<file path="src/rtl/quadrature_encoder_counter.sv">
// Quadrature encoder front end: per-pin synchroniser and glitch filter, 4x decoder, wrapping position.
// Optional index clear is built when QUAD_INDEX_EN is defined.
package quad_encoder_pkg;
   typedef enum logic [1:0] {
      DIR_NONE  = 2'd0,
      DIR_CW    = 2'd1,
      DIR_CCW   = 2'd2,
      DIR_BRAKE = 2'd3
   } rotation_direction_t;
endpackage

module quadrature_encoder_counter
   import quad_encoder_pkg::*;
#(
   parameter int counter_width = 32,
   parameter int filter_len    = 3,
   parameter int err_width     = 8
) (
   input  logic                     sys_clk,
   input  logic                     reset,
   input  logic                     enc_a,
   input  logic                     enc_b,
   input  logic                     enc_i,
   input  logic                     load,
   input  logic [counter_width-1:0] load_value,
   output logic [counter_width-1:0] position,
   output logic                     step,
   output rotation_direction_t      dir,
   output logic                     illegal,
   output logic [err_width-1:0]     err_count
);

`ifdef QUAD_INDEX_EN
   localparam int num_pins = 3;
`else
   localparam int num_pins = 2;
`endif

   localparam logic [7:0]               filt_max = 8'(filter_len - 1);
   localparam logic [counter_width-1:0] pos_one  = 1;
   localparam logic [err_width-1:0]     err_one  = 1;

   logic [num_pins-1:0] pin_raw;
   logic [num_pins-1:0] pin_filt;

`ifdef QUAD_INDEX_EN
   assign pin_raw = {enc_i, enc_b, enc_a};
`else
   logic unused_enc_i;
   assign pin_raw      = {enc_b, enc_a};
   assign unused_enc_i = enc_i;
`endif

   generate
      for (genvar gi = 0; gi < num_pins; gi++) begin : g_pin
         logic       sync1_reg;
         logic       sync2_reg;
         logic       filt_reg;
         logic [7:0] cnt_reg;

         // Filter adopts the synchronised value only after filter_len consecutive disagreeing samples.
         always_ff @(posedge sys_clk or posedge reset) begin
            if (reset) begin
               sync1_reg <= 1'b0;
               sync2_reg <= 1'b0;
               filt_reg  <= 1'b0;
               cnt_reg   <= '0;
            end else begin
               sync1_reg <= pin_raw[gi];
               sync2_reg <= sync1_reg;
               if (sync2_reg == filt_reg) begin
                  cnt_reg <= '0;
               end else if (cnt_reg == filt_max) begin
                  filt_reg <= sync2_reg;
                  cnt_reg  <= '0;
               end else begin
                  cnt_reg <= cnt_reg + 8'd1;
               end
            end
         end

         assign pin_filt[gi] = filt_reg;
      end
   endgenerate

   // Maps {A,B} onto its position in the CW cycle 00->10->11->01.
   function automatic logic [1:0] phase_of(input logic [1:0] ab);
      return {ab[0], ab[1] ^ ab[0]};
   endfunction

   logic [1:0] cur_ab;
   logic [1:0] prev_ab_reg;
   logic [1:0] delta;
   logic       is_cw;
   logic       is_ccw;
   logic       is_bad;
   logic       index_evt;

   assign cur_ab = {pin_filt[0], pin_filt[1]};

   always_comb begin
      delta  = phase_of(cur_ab) - phase_of(prev_ab_reg);
      is_cw  = (delta == 2'd1);
      is_ccw = (delta == 2'd3);
      is_bad = (delta == 2'd2);
   end

`ifdef QUAD_INDEX_EN
   logic prev_i_reg;

   always_ff @(posedge sys_clk or posedge reset) begin
      if (reset) begin
         prev_i_reg <= 1'b0;
      end else begin
         prev_i_reg <= pin_filt[2];
      end
   end

   assign index_evt = pin_filt[2] & ~prev_i_reg & (cur_ab == 2'b11);
`else
   assign index_evt = 1'b0;
`endif

   always_ff @(posedge sys_clk or posedge reset) begin
      if (reset) begin
         prev_ab_reg <= 2'b00;
         position    <= '0;
         step        <= 1'b0;
         dir         <= DIR_NONE;
         illegal     <= 1'b0;
         err_count   <= '0;
      end else begin
         // History always advances so a step swallowed by load or index is never replayed.
         prev_ab_reg <= cur_ab;
         illegal     <= is_bad;
         step        <= (is_cw | is_ccw) & ~load & ~index_evt;
         if (is_bad && (err_count != '1)) begin
            err_count <= err_count + err_one;
         end
         if (load) begin
            position <= load_value;
         end else if (index_evt) begin
            position <= '0;
         end else if (is_cw) begin
            position <= position + pos_one;
            dir      <= DIR_CW;
         end else if (is_ccw) begin
            position <= position - pos_one;
            dir      <= DIR_CCW;
         end
      end
   end

endmodule
</file>
<file path="config.mk">
export PLATFORM = sky130hd
export DESIGN_NAME = quadrature_encoder_counter
export DESIGN_NICKNAME = d
export VERILOG_FILES = /design/src/rtl/quadrature_encoder_counter.sv
export SDC_FILE = /design/constraint.sdc
export NUM_CORES = 1
export LEC_CHECK = 0
export ABC_AREA = 0
export ABC_CLOCK_PERIOD_IN_PS = 6700
export BUFFER_PORTS_ARGS = -buffer_cell sky130_fd_sc_hd__buf_2
export CAP_MARGIN = 25
export CORE_MARGIN = 5
export CORE_UTILIZATION = 45
export DETAILED_ROUTE_END_ITERATION = 12
export PLACE_DENSITY = 0.65
export SLEW_MARGIN = 40
export SYNTH_ARGS = -nofsm -noshare
export SYNTH_HDL_FRONTEND = slang
export SYNTH_SLANG_ARGS = --single-unit
</file>
<file path="constraint.sdc">
create_clock -name sys_clk -period 6.7 [get_ports sys_clk]
set_clock_uncertainty 0.05 [all_clocks]
set_input_delay 0.335 -clock sys_clk [delete_from_list [all_inputs] [get_ports sys_clk]]
set_output_delay 0.335 -clock sys_clk [all_outputs]
set_load 0.1 [all_outputs]
</file>
==> flow_summary.json, run 1 <==
{
  "syn_area_mm2": 0.00466,
  "cp-start-kind": "flop",
  "synth.most_common_cell": "dfrtp_1",
  "ys_top_cells_by_area": "dfrtp_1 36%, ha_1 10%, xor2_1 5.6%",
  "std_cell_rows": 37,
  "max_freq_mhz": 216,
  "drcViolationCount": 0,
  "core_mm2": 0.0102,
  "rsz0062_at_grt": "no",
  "via_count": 3877,
  "register_area_mm2": 0.00170,
  "insertion_delay_ns": 0.34,
  "fill_cells": 979,
  "synth.top_cells.by_count": "68 x dfrtp_1, 39 x ha_1, 38 x nor2_1, 37 x a21oi_1, 36 x nand2_1",
  "crit_path_max_incr_delay_ns": 0.48,
  "fin_setup_tns_ns": 0,
  "yosysWarnings": 0,
  "dieHeight_um": 112,
  "cts_root_buffer": "clkbuf_8",
  "period_minus_slack_ns": 4.64,
  "synth_edf_count": 0,
  "drt_iter0_markers": 206,
  "cp_max_fo": 25,
  "synth_cell_types": 55,
  "htreeDepth": 3,
  "n_antenna_cell": 0,
  "synth_top_area_cell": "dfrtp_1",
  "path_clk_slew_ns": 0.08,
  "grt_start_max_net_pins": 69,
  "final_nets": 652,
  "syn_area_per_cell_um2": 9.44,
  "mappedNetlistNets": 572,
  "worstPathCellList": "xnor2_1 > ha_1 > inv_1 > nand2_1 > buf_4 > ha_1 > a21oi_1 > o21ai_0 > a31oi_2 > o22ai_2 > o41ai_2 > o31ai_2 > xnor2_1 > a221oi_1",
  "crit_path_top_delay_cell": "inv_1",
  "multiInputGateArea_mm2": 0.00283,
  "ant_nets": 0,
  "async_flop_share": 1.00,
  "antenna_found_initial": 0,
  "initial_utilization": 0.456,
  "numCtsBuffers": 9,
  "hold_class": "in -> reg",
  "crit_arrival_ns": 4.83,
  "syn_to_final_growth_pct": 16.4,
  "cts_hold_buf": 0,
  "relSlewSlack": 0.572,
  "routedWlPerCell_um": 15.3,
  "tightestPinTransition_ns": 0.642,
  "maxCapViolCount": 0,
  "die_area_mm2": 0.0125,
  "die_w_um": 112,
  "cts_resized": 0,
  "gp_congestion": 0.855,
  "grt_pass1_wl_um": 19100,
  "endpoint_kind": "flop",
  "dp_hpwl_um": 7960,
  "hold_violations": 0,
  "setup_viol": 0,
  "fin_crit_sh": 0.692,
  "clock_sinks": 68,
  "synth-seq-cells": 68,
  "tritoncts": "done",
  "synth_top_area_frac": 0.365,
  "crit_type": "reg -> reg",
  "gr-total-overflow": 0,
  "run_status": "completed",
  "seq_area_frac_synth": 0.365,
  "route.final.wire_length_um": 10900,
  "synthCells": 494,
  "gr-usage-all-layers": 0.181,
  "drv_slew": 0,
  "grt_pass1_vias": 4040,
  "drive_above_1_share": 0.225,
  "post_cts_buffers": 0,
  "required_ns": 6.89,
  "largest_reg_flops": 32,
  "portBuffers": 80,
  "via_per_inst": 5.42,
  "first_pass_iters": 4,
  "cts.path.max_buffers": 2,
  "pin_count": 82,
  "yosys_most_used_dff": "dfrtp_1"
}
[layer usage]
| metal | GRT usage | vias to the layer above | part of all wire |
|---|---|---|---|
| li1 | - | 1963 | - |
| met1 | 0.238 | 1832 | 0.47 |
| met2 | 0.303 | 72 | 0.48 |
| met3 | 0.0402 | 10 | 0.043 |
| met4 | 0.0462 | 0 | 0.010 |
| met5 | 0 | - | 0 |
[through the flow]
step                       util  hold WS, ns  area (µm²)  std cells  worst slack (ns)
final                     0.531       0.0470        5430        715              2.06
after global routing      0.531       0.0283        5430        715              1.68
after CTS                 0.531       0.0356        5430        715              2.12
after detailed placement  0.508        0.293        5200        699              2.13
after global placement    0.508        0.283        5200        699              2.23
after floorplan               -        0.281        4660        494              2.36
[worst max-delay path: cells and delay by family (launching register included)]
kind                       cells  cell delay (ns)
AOI/OAI and AO/OA              7             1.73
xor gates and xnor gates       2             0.31
adders and majority gates      2             0.70
buffers and inverters          2             0.84
DFF                            1             0.47
and+or+nand+nor                1             0.43
[logic make-up (layout without fill, tap and decap cells)]
logic type	count (synthesis)	in the layout	share of synthesized area
xor gates and xnor gates	53	53	0.0995
and+or+nand+nor	142	142	0.147
adders and majority gates	40	40	0.109
buffers and inverters	30	115	0.0276
DFF	68	68	0.365
AOI/OAI and AO/OA	150	150	0.226
muxes	11	11	0.0260
[cells in the final DEF (no fill, tap or decap), types with 9 or more instances in the layout]
master	count
o21ai_0	31
and3_1	12
nand2_1	36
o211ai_1	13
mux2_2	9
a21oi_1	37
inv_1	12
xor2_1	30
buf_2	80
dfrtp_1	68
nand3_1	15
clkbuf_8	10
xnor2_1	23
o21a_1	22
nor2_1	38
nor3_1	11
ha_1	39
[final cells by class]
type                       instances  share of cell area
clock buffer                      11              0.0260
clock inverter                     5              0.0157
inverter                          13             0.00899
multi-input combinational        396               0.522
sequential                        68               0.313
tap                              136              0.0313
timing repair buffer              86              0.0827
[path summary, 6_finish.rpt]
kind                                 endpoint  slack (ns)  cells past startpoint                from
setup / recovery                 position[30]        2.06                     14   g_pin[1].filt_reg
hold / removal             g_pin[0].sync1_reg        0.05                      1               enc_a
setup reg to reg                 position[30]        2.06                     14   g_pin[1].filt_reg
hold reg to reg            g_pin[1].sync2_reg        0.31                      0  g_pin[1].sync1_reg
max in group asynchronous         position[1]        6.05                      3               reset
min in group asynchronous        err_count[4]        0.08                      3               reset
Power of run 1 is left out: the tool's default activity adds up to more than one toggle a clock period on the data nets, which glitch-free logic cannot reach.
==> inputs of run 2 (changes only) <==
--- a/config.mk
+++ b/config.mk
@@ -6,13 +6,13 @@
 export NUM_CORES = 1
 export LEC_CHECK = 0
 export ABC_AREA = 0
-export ABC_CLOCK_PERIOD_IN_PS = 6700
+export ABC_CLOCK_PERIOD_IN_PS = 4100
 export BUFFER_PORTS_ARGS = -buffer_cell sky130_fd_sc_hd__buf_2
 export CAP_MARGIN = 25
 export CORE_MARGIN = 5
 export CORE_UTILIZATION = 45
 export DETAILED_ROUTE_END_ITERATION = 12
-export PLACE_DENSITY = 0.65
+export PLACE_DENSITY = 0.68
 export SLEW_MARGIN = 40
 export SYNTH_ARGS = -nofsm -noshare
 export SYNTH_HDL_FRONTEND = slang
==> constraint.sdc (replaced) <==
create_clock -name sys_clk -period 4.1 [get_ports sys_clk]
set_clock_uncertainty 0.05 [all_clocks]
set_input_delay 0.205 -clock sys_clk [delete_from_list [all_inputs] [get_ports sys_clk]]
set_output_delay 0.205 -clock sys_clk [all_outputs]
set_load 0.1 [all_outputs]
==> run 2 against run 1 <==
Compared with the run above: flip-flop and latch count did not move; maximum frequency rose by 21%; setup slack got worse by 1.8 ns; cell count rose by 3.4%; via count rose by 4.3%; first-iteration DRC count down 18%; routed wire length rose by 1.8%; clock-buffer cell count down 2; sequential share of layout area shrank 1.3 points.
==> flow_summary.json, run 2 (synthesis results as in run 1) <==
{
  "worst_slack_ns": 0.270,
  "drv_slew": 0,
  "max_freq_mhz": 261,
  "endpoint_kind": "flop",
  "crit_arrival_ns": 4.03,
  "post-route-util": 0.554,
  "largest_reg_flops": 32,
  "hold_violations": 0,
  "first_pass_iters": 4,
  "tritoncts": "done",
  "maxCapViolCount": 0,
  "portBuffers": 80,
  "stdcell_area_mm2": 0.00567,
  "cts_root_buffer": "clkbuf_8",
  "die_w_um": 112,
  "crit_type": "reg -> reg",
  "cts.path.max_buffers": 2,
  "antenna_found_initial": 0,
  "required_ns": 4.30,
  "dp_hpwl_um": 8080,
  "drcViolationCount": 0,
  "final_common_cell": "buf_2",
  "fill_cells": 939,
  "drive_above_1_share": 0.233,
  "run_status": "completed",
  "initial_utilization": 0.456,
  "relSlewSlack": 0.529,
  "path_clk_slew_ns": 0.08,
  "route.final.wire_length_um": 11100,
  "placed_area_mm2": 0.00523,
  "dieHeight_um": 112,
  "std_cell_rows": 37,
  "gr-usage-all-layers": 0.185,
  "core_mm2": 0.0102,
  "pin_count": 82,
  "grt_pass1_vias": 4094,
  "grt_pass1_wl_um": 19200,
  "insertion_delay_ns": 0.36,
  "layout_common_cells": "80 x buf_2, 68 x dfrtp_1, 39 x ha_1",
  "cp_max_fo": 8,
  "via_count": 4044,
  "numCtsBuffers": 9,
  "fin_crit_sh": 0.934,
  "final_nets": 675,
  "via_per_inst": 5.47,
  "routedWlPerCell_um": 15.0,
  "grt_start_max_net_pins": 49,
  "die_area_mm2": 0.0125,
  "cp-start-kind": "flop",
  "gr-total-overflow": 0,
  "syn_to_final_growth_pct": 21.6,
  "pre_cts_ws_ns": -0.0160,
  "gp_congestion": 0.900,
  "hold_class": "in -> reg",
  "setup_viol": 0,
  "htreeDepth": 3,
  "rsz0062_at_grt": "no",
  "ant_nets": 0,
  "period_minus_slack_ns": 3.83,
  "drt_iter0_markers": 169,
  "tightestPinTransition_ns": 0.705,
  "clock_sinks": 68
}
[run 2: cell types whose count changed in the layout (fill, tap and decap cells not counted), sizes merged]
cell / previous run / this run
dlygate4sd3: 0 / 17
buf: 86 / 92
inv: 13 / 16
clkbuf: 11 / 9
bufinv: 2 / 1
clkinv: 2 / 3
clkinvlp: 1 / 0
diode: 0 / 1
[run 2: cell type report]
class                   instances  area (µm²)  share of cell area
repair buffers                109         673               0.119
clock buffers                   9         124              0.0218
flip-flops and latches         68        1700               0.300
inverters                      13        48.8             0.00861
clock inverters                 7        82.6              0.0146
multi-input cells             396        2870               0.506
well taps                     136         170              0.0300
diodes                          1        2.50            0.000441
[run 2: metal layers]
metal | global-route usage | share of wire
met1 | 0.236 | 0.44
met2 | 0.310 | 0.49
met3 | 0.0348 | 0.051
met4 | 0.0689 | 0.019
met5 | 0 | 0
[run 2: worst max-delay path, cell delays in order (launching register included)]
cell	delay [ns]
dfrtp_1	0.47
xnor2_1	0.17
ha_1	0.24
xnor2_2	0.20
xor2_1	0.24
nand2_2	0.13
buf_12	0.16
ha_1	0.39
a21oi_2	0.18
o21ai_1	0.11
or4_1	0.50
or3_1	0.34
o211ai_2	0.20
xor2_1	0.08
mux2_2	0.26
[run 2: repair_timing]
item | CTS | global route
endpoints found under the setup margin | 1 | 14
gates resized for setup | 1 | 5
setup buffers | 0 | 2
endpoints found under the hold margin | 49 | 0
hold buffers | 17 | 0
pin swaps | 0 | 1
[run 2: through the flow]
stage          instances  TNS (ns)  hold slack, ns
2_1_floorplan        494         0           0.186
3_3_place_gp         703         0           0.265
3_5_place_dp         703   -0.0160           0.264
4_1_cts              736         0        0.000911
5_1_grt              738         0         0.00868
6_report             739         0          0.0144
[run 2: path summary, 6_finish.rpt]
check | from | endpoint | slack (ns) | cells after the start
max in group asynchronous | reset | position[3] | 2.60 | 4
max | g_pin[1].filt_reg | position[31] | 0.27 | 14
min in group asynchronous | reset | g_pin[1].sync1_reg | 0.46 | 3
max reg2reg | g_pin[1].filt_reg | position[31] | 0.27 | 14
min | load_value[13] | position[13] | 0.01 | 2
min reg2reg | g_pin[0].sync1_reg | g_pin[0].sync2_reg | 0.30 | 0
Power of run 2 is left out for the same reason.
